--- config.mk ---
export PLATFORM = sky130hd
export DESIGN_NAME = fast_vram_ctrl
export DESIGN_NICKNAME = d
export VERILOG_FILES = /design/src/rtl/fast_vram_ctrl.sv
export SDC_FILE = /design/constraint.sdc
export NUM_CORES = 1
export LEC_CHECK = 0
export CORE_ASPECT_RATIO = 0.7
export CORE_MARGIN = 4
export CORE_UTILIZATION = 40
export CTS_CLUSTER_SIZE = 25
export DETAILED_ROUTE_END_ITERATION = 6
export PLACE_DENSITY = 0.73
export SLEW_MARGIN = 40
export SYNTH_ARGS = -nofsm -noshare
export SYNTH_HDL_FRONTEND = slang
export SYNTH_SLANG_ARGS = --single-unit
export TNS_END_PERCENT = 20
--- constraint.sdc ---
create_clock -name CLK_24M -period 3.3 [get_ports CLK_24M]
set_clock_uncertainty 0.15 [all_clocks]
set_input_delay 0.66 -clock CLK_24M [delete_from_list [all_inputs] [get_ports CLK_24M]]
set_output_delay 0.66 -clock CLK_24M [all_outputs]
set_load 0.005 [all_outputs]
--- src/rtl/fast_vram_ctrl.sv ---
// Arbiter and sequencer for the 2048x16 fast VRAM pair.
// The LSPC render port and the CPU register port share one set of registered SRAM strobes.
module fast_vram_ctrl #(
    parameter int RD_CYC     = 1,
    parameter int WR_CYC     = 1,
    parameter int STARVE_MAX = 4
) (
    input  logic        CLK_24M,
    input  logic        nRESET,
    input  logic        REN_REQ,
    input  logic [10:0] REN_ADDR,
    output logic        REN_ACK,
    output logic [15:0] REN_RDATA,
    input  logic        CPU_ADDR_LD,
    input  logic [10:0] CPU_ADDR_IN,
    input  logic [10:0] CPU_MOD,
    input  logic        CPU_REQ,
    input  logic        CPU_WR,
    input  logic [15:0] CPU_WDATA,
    output logic        CPU_ACK,
    output logic [15:0] CPU_RDATA,
    output logic [10:0] CPU_ADDR,
    output logic [10:0] VRAM_ADDR,
    output logic [15:0] VRAM_DOUT,
    output logic        VRAM_DOE,
    input  logic [15:0] VRAM_DIN,
    output logic        VRAM_nCE,
    output logic        VRAM_nOE,
    output logic        VRAM_nWE
);

    typedef enum logic [1:0] {
        IDLE,
        RD,
        WR,
        WR_HOLD
    } state_t;

    localparam logic [3:0] RD_LAST    = 4'(RD_CYC);
    localparam logic [3:0] WR_LAST    = 4'(WR_CYC - 1);
    localparam logic [3:0] STARVE_LIM = 4'(STARVE_MAX);

    state_t      state;
    logic [3:0]  cyc_cnt;
    logic [3:0]  starve_cnt;
    logic        cpu_owner;
    logic [10:0] cpu_addr_nxt;
    logic        ren_grant;
    logic        cpu_grant;

    // A grant in the CPU ACK cycle must already see the post-increment (or reloaded) address.
    always_comb begin
        cpu_addr_nxt = CPU_ADDR;
        if (CPU_ADDR_LD) begin
            cpu_addr_nxt = CPU_ADDR_IN;
        end else if (CPU_ACK) begin
            cpu_addr_nxt = CPU_ADDR + CPU_MOD;
        end
    end

    always_comb begin
        ren_grant = REN_REQ && !(CPU_REQ && (starve_cnt == STARVE_LIM));
        cpu_grant = CPU_REQ && !ren_grant;
    end

    always_ff @(posedge CLK_24M) begin
        if (!nRESET) begin
            state      <= IDLE;
            cyc_cnt    <= '0;
            starve_cnt <= '0;
            cpu_owner  <= 1'b0;
            REN_ACK    <= 1'b0;
            REN_RDATA  <= '0;
            CPU_ACK    <= 1'b0;
            CPU_RDATA  <= '0;
            CPU_ADDR   <= '0;
            VRAM_ADDR  <= '0;
            VRAM_DOUT  <= '0;
            VRAM_DOE   <= 1'b0;
            VRAM_nCE   <= 1'b1;
            VRAM_nOE   <= 1'b1;
            VRAM_nWE   <= 1'b1;
        end else begin
            REN_ACK  <= 1'b0;
            CPU_ACK  <= 1'b0;
            CPU_ADDR <= cpu_addr_nxt;
            case (state)
                IDLE: begin
                    if (ren_grant) begin
                        state      <= RD;
                        cpu_owner  <= 1'b0;
                        cyc_cnt    <= '0;
                        VRAM_ADDR  <= REN_ADDR;
                        VRAM_nCE   <= 1'b0;
                        VRAM_nOE   <= 1'b0;
                        starve_cnt <= CPU_REQ ? starve_cnt + 4'd1 : 4'd0;
                    end else if (cpu_grant) begin
                        cpu_owner  <= 1'b1;
                        cyc_cnt    <= '0;
                        starve_cnt <= '0;
                        VRAM_ADDR  <= cpu_addr_nxt;
                        VRAM_nCE   <= 1'b0;
                        if (CPU_WR) begin
                            state     <= WR;
                            VRAM_DOUT <= CPU_WDATA;
                            VRAM_DOE  <= 1'b1;
                            VRAM_nWE  <= 1'b0;
                        end else begin
                            state    <= RD;
                            VRAM_nOE <= 1'b0;
                        end
                    end
                end
                // The grant cycle settles the address; data is sampled after RD_CYC further strobe cycles.
                RD: begin
                    if (cyc_cnt == RD_LAST) begin
                        state    <= IDLE;
                        VRAM_nCE <= 1'b1;
                        VRAM_nOE <= 1'b1;
                        if (cpu_owner) begin
                            CPU_RDATA <= VRAM_DIN;
                            CPU_ACK   <= 1'b1;
                        end else begin
                            REN_RDATA <= VRAM_DIN;
                            REN_ACK   <= 1'b1;
                        end
                    end else begin
                        cyc_cnt <= cyc_cnt + 4'd1;
                    end
                end
                WR: begin
                    if (cyc_cnt == WR_LAST) begin
                        state    <= WR_HOLD;
                        VRAM_nWE <= 1'b1;
                    end else begin
                        cyc_cnt <= cyc_cnt + 4'd1;
                    end
                end
                WR_HOLD: begin
                    state    <= IDLE;
                    VRAM_nCE <= 1'b1;
                    VRAM_DOE <= 1'b0;
                    CPU_ACK  <= 1'b1;
                end
                default: begin
                    state    <= IDLE;
                    VRAM_nCE <= 1'b1;
                    VRAM_nOE <= 1'b1;
                    VRAM_nWE <= 1'b1;
                    VRAM_DOE <= 1'b0;
                end
            endcase
        end
    end

endmodule

# Word level (Yosys, flattened, before mapping)
# Index checks and enable logic that the tools add are counted.
[classes]
n_addsub = 3
eq_ne = 14
muxes = 40
n_bitwise = 2
reduce_logical = 24
[ops]
columns = ["op", "count"]
rows = [
  ["11-bit two-way mux", 4],
  ["4-bit two-way mux", 6],
  ["1-bit two-way mux", 18],
  ["4-bit AND reduction", 4],
  ["3-bit AND reduction", 5],
  ["2-bit inequality test, second input constant", 7],
  ["4-bit one-hot mux with 3 select lines", 1],
  ["11-bit adder", 1],
  ["2-bit two-way mux", 5],
  ["4-bit by 1-bit adder with 4-bit output, second input constant", 2],
  ["1-bit one-hot mux with 2 select lines", 4],
  ["2-bit one-hot mux with 4 select lines", 1],
  ["2-bit nonzero test", 4],
  ["3-bit inequality test, second input constant", 2],
  ["3-bit nonzero test", 2],
  ["5-bit AND reduction", 1],
  ["2-bit equality test, second input constant", 2],
  ["4-bit by 1-bit equality test with 1-bit output, second input constant", 1],
  ["4-bit by 3-bit equality test with 1-bit output, second input constant", 1],
  ["4-bit logical NOT", 1],
  ["1-bit logical AND", 3],
  ["1-bit one-hot mux with 3 select lines", 1],
  ["2-bit by 1-bit equality test with 1-bit output, second input constant", 1],
  ["1-bit logical NOT", 2],
  ["other kinds (3)", 4],
]
[totals]
regBits = 87
in_bits = 71
output_inout_bits = 76

# Depth between registers and ports, before layout
[logic_depth]
word_depth = 9
mapped_depth = 9
mapped_depth_nobuf = 9

# Least setup slack after synthesis
# Ideal clock, no wire load.
[synth_path]
kind = "input port to flip-flop"
from = "input CPU_MOD[0]"
to = "register VRAM_ADDR[8]"
setup_ps = 71
t_arrival_ps = 2426
t_required_ps = 3079
path_slack_ps = 654
stages = 9
n_path_buf = 0
path_cell_list = "ha_1 inv_1 fa_1 and2b_1 o2111ai_2 and4b_1 a2111oi_0 a311o_1 o2bb2ai_1"
[synth_via]
elab_chain_len = 5
[synth_lines]
columns = ["item", "line_no", "rtl"]
rows = [
  ["start, declared", "16", "input logic [10:0] CPU_MOD,"],
  ["11-bit adder", "57", "cpu_addr_nxt = CPU_ADDR + CPU_MOD;"],
  ["11-bit two-way mux", "56", "end else if (CPU_ACK) begin"],
  ["11-bit two-way mux", "54", "if (CPU_ADDR_LD) begin"],
  ["11-bit two-way mux", "97", "end else if (cpu_grant) begin"],
  ["11-bit two-way mux", "89", "if (ren_grant) begin"],
  ["end signal, assigned", "101", "VRAM_ADDR <= cpu_addr_nxt;"],
  ["end, declared", "23", "output logic [10:0] VRAM_ADDR,"],
]
# Every way passes these cells. The select of a mux whose other input is x is not followed.
# A chain may end at the register's enable or synchronous reset.

# Worst setup path after layout
# Same ends and word-level chain as after synthesis.

==> metrics <==
synthesized area per cell=8.110 µm²; asr flop ratio synth=0; Ports=147; critical path cell sequence=clkdlybuf4s50_1 > ha_1 > inv_1 > fa_1 > and2b_1 > o2111ai_2 > and4b_1 > a2111oi_0 > a311o_1 > o2bb2ai_1; first-pass GRT wire length=19.13 mm; internal power=2.293 mW; Max Cap Viol=0; drt drc=0; delay of the slowest critical-path stage=0.47 ns; crit path kind=input port to flop; Syn Nets=591; #FFs+latches synth=87; DR vias=4015; multi-input logic area=2136 µm²; H-tree level count=3; worst hold start=VRAM_DOUT[5]; gr ovfl total=0; leakage power=2.193 nW; slowest CP cell=clkdlybuf4s50_1; EDFF count, synth=0; clock sink count=87; Clk network pwr share=0.290; CP top delay family=compound AO/OA/AOI/OAI gates; outcome=complete, no violations; Arr. time, crit path=3.18 ns; ANT cells=0; fin crit share=0.9308; Post-CTS Repair Setup Buffers=0; vias in the first global route=3858; Reg power frac=0.377; DRT Pass-1 Iters=5; WP buf/inv=2; most frequent cells in the layout=146 x clkdlybuf4s50_1, 126 x nand2_1, 87 x dfxtp_1, 74 x a21oi_1, 25 x nor2_1; CTS Root Cell=clkbuf_16; Worst-Skew Late Latency=0.33 ns; fill cell count=835; Worst path depth=10; worst reg2reg setup slack=0.66 ns; chip height=92.07 µm; drt total wl=12.01 mm; Rel. slew slack=0.5492; Die Wd=128.1 µm; CTS tree=yes; placed instance count=760; crit path max fanout=5; Yosys warnings=0; initial antenna violation count=0; # port buffers=146; critical path endpoint category=flop; Vias/cell=5.181; Setup Viol. Count Final=0; WP data required=3.41 ns; switching pwr=1.047 mW; Max Slew Vio Count=0; Hold EP=VRAM_DOUT[5]; post-cts resize count=0; dpl hpwl=8.915 mm; most common cell after layout, fill and taps aside=clkdlybuf4s50_1; hold depth=2; final worst path period need=3.072 ns; routed length per instance=15.50 µm; non-filler instance count after layout=775; RePlAce Congestion=0.8833; RSZ-0062 raised after global routing=false; Reg area=1742 µm²; CP startpoint kind=input port; CORE AREA=9759 µm²; switch share=0.3135; DRT iter0 DRCs=286; peak supply drop=299.3 µV; ys flop type=dfxtp_1; post-synthesis instance area=4039 µm²; R2R depth=9; Gate power share=0.334; register clock-pin slew on the reported worst setup and hold paths=0.06 ns; Power Total=3.340 mW; Worst-Margin Slew=0.6761 ns; Pwr Density=562.5 nW/µm²; Hold Fails Final Rpt=0; share of cells above drive strength 1=0.05873; FF-to-FF Start=CPU_ADDR[0]; clk buf depth=2; ANT nets after route=0; R2R Path End=VRAM_ADDR[8]; P&R area growth vs syn=46.99%; fin nets=736; # hold bufs at CTS=0; worst min path class=flop to flop; post-synthesis cell type count=56; cells after synthesis=498; worst hold slack=0.3026 ns; Die ar.=11790 µm²; largest net degree at the start of global routing=25; Initial Utilization=0.4138; fmax=0.3256 GHz; Num CTS Buffers=9; Total GRT Usage=0.2007; sequential element share of the synthesized area=0.4312; FP Rows=30
cell usage after synthesis (4+ instances only):
| library cell | instances | share of area |
|---|---|---|
| o2bb2ai_1 | 5 | 0.011 |
| nand2_1 | 126 | 0.12 |
| nor3_1 | 5 | 0.0062 |
| ha_1 | 21 | 0.065 |
| dfxtp_1 | 87 | 0.43 |
| o21ai_0 | 14 | 0.017 |
| a21oi_1 | 74 | 0.092 |
| clkbuf_1 | 16 | 0.015 |
| o21a_1 | 5 | 0.0093 |
| mux2i_1 | 4 | 0.0099 |
| nor2_1 | 26 | 0.024 |
| and3_1 | 5 | 0.0077 |
| buf_2 | 8 | 0.0099 |
| a22oi_1 | 12 | 0.022 |
| nand3_1 | 10 | 0.012 |
| inv_1 | 14 | 0.013 |
metrics by stage:
stage            util  TNS (ns)  worst slack [ns]  cell area, µm²
6_report       0.6083         0            0.2284            5937
5_1_grt        0.6083         0            0.1210            5937
4_1_cts        0.6083         0            0.2566            5937
3_5_place_dp   0.5796   -0.1586          -0.08215            5657
3_3_place_gp   0.5794         0           0.03057            5654
2_1_floorplan       -         0            0.6536            4039
power by group through the flow:
stage               registers (mW)  logic [mW]  clock network, mW
floorplan                     1.27       0.622                  0
global placement              1.27        1.09                  0
detailed placement            1.28        1.11                  0
CTS                           1.26        1.11              0.993
global route                  1.27        1.22               1.03
finish                        1.26        1.11              0.967
metal layers:
| layer | vias up | wire, µm | GRT usage |
|---|---|---|---|
| met5 | - | 0 | 0 |
| met4 | 0 | 213 | 0.06360 |
| met3 | 25 | 858 | 0.06112 |
| met2 | 128 | 5688 | 0.3314 |
| met1 | 1846 | 5253 | 0.2504 |
| li1 | 2016 | - | - |
cell families after synthesis:
kind of cell,after synthesis,share of synthesized area
compound gates,137,0.2082
xor+xnor,4,0.008676
fa+ha+maj,22,0.07001
buf+inv,40,0.04058
flops,87,0.4312
mux,6,0.01549
simple gates,202,0.2258
area by class of cell:
cell class	instances	area share
sequential	87	0.2934
timing repair buffer	160	0.2639
clock inverter	4	0.008008
tap	128	0.02698
inverter	14	0.008851
multi-input combinational	371	0.3597
clock buffer	11	0.03920
sequential cells by signal, summed over array words and instances, names as in the netlist:
signal / count
CPU_RDATA: 16
REN_RDATA: 16
VRAM_DOUT: 16
CPU_ADDR: 11
VRAM_ADDR: 11
cyc_cnt: 4
starve_cnt: 4
state: 2
CPU_ACK: 1
REN_ACK: 1
VRAM_DOE: 1
VRAM_nCE: 1
VRAM_nOE: 1
VRAM_nWE: 1
cpu_owner: 1
tightest hold or removal path, stage by stage (launching register included):
cell	delay [ns]
dfxtp_1	0.30
nand2_1	0.05
a21oi_1	0.05
how the worst max path moves through the flow:
stage | start | endpoint | slack, ns
6_report | CPU_MOD[0] | VRAM_ADDR[8] | 0.23
5_1_grt | CPU_MOD[0] | VRAM_ADDR[10] | 0.12
4_1_cts | CPU_MOD[0] | VRAM_ADDR[8] | 0.26
3_5_place_dp | CPU_MOD[0] | VRAM_ADDR[8] | -0.08
3_3_place_gp | CPU_MOD[0] | VRAM_ADDR[10] | 0.03
2_1_floorplan | CPU_MOD[0] | VRAM_ADDR[8] | 0.65
(Power assumes the default switching activity.)
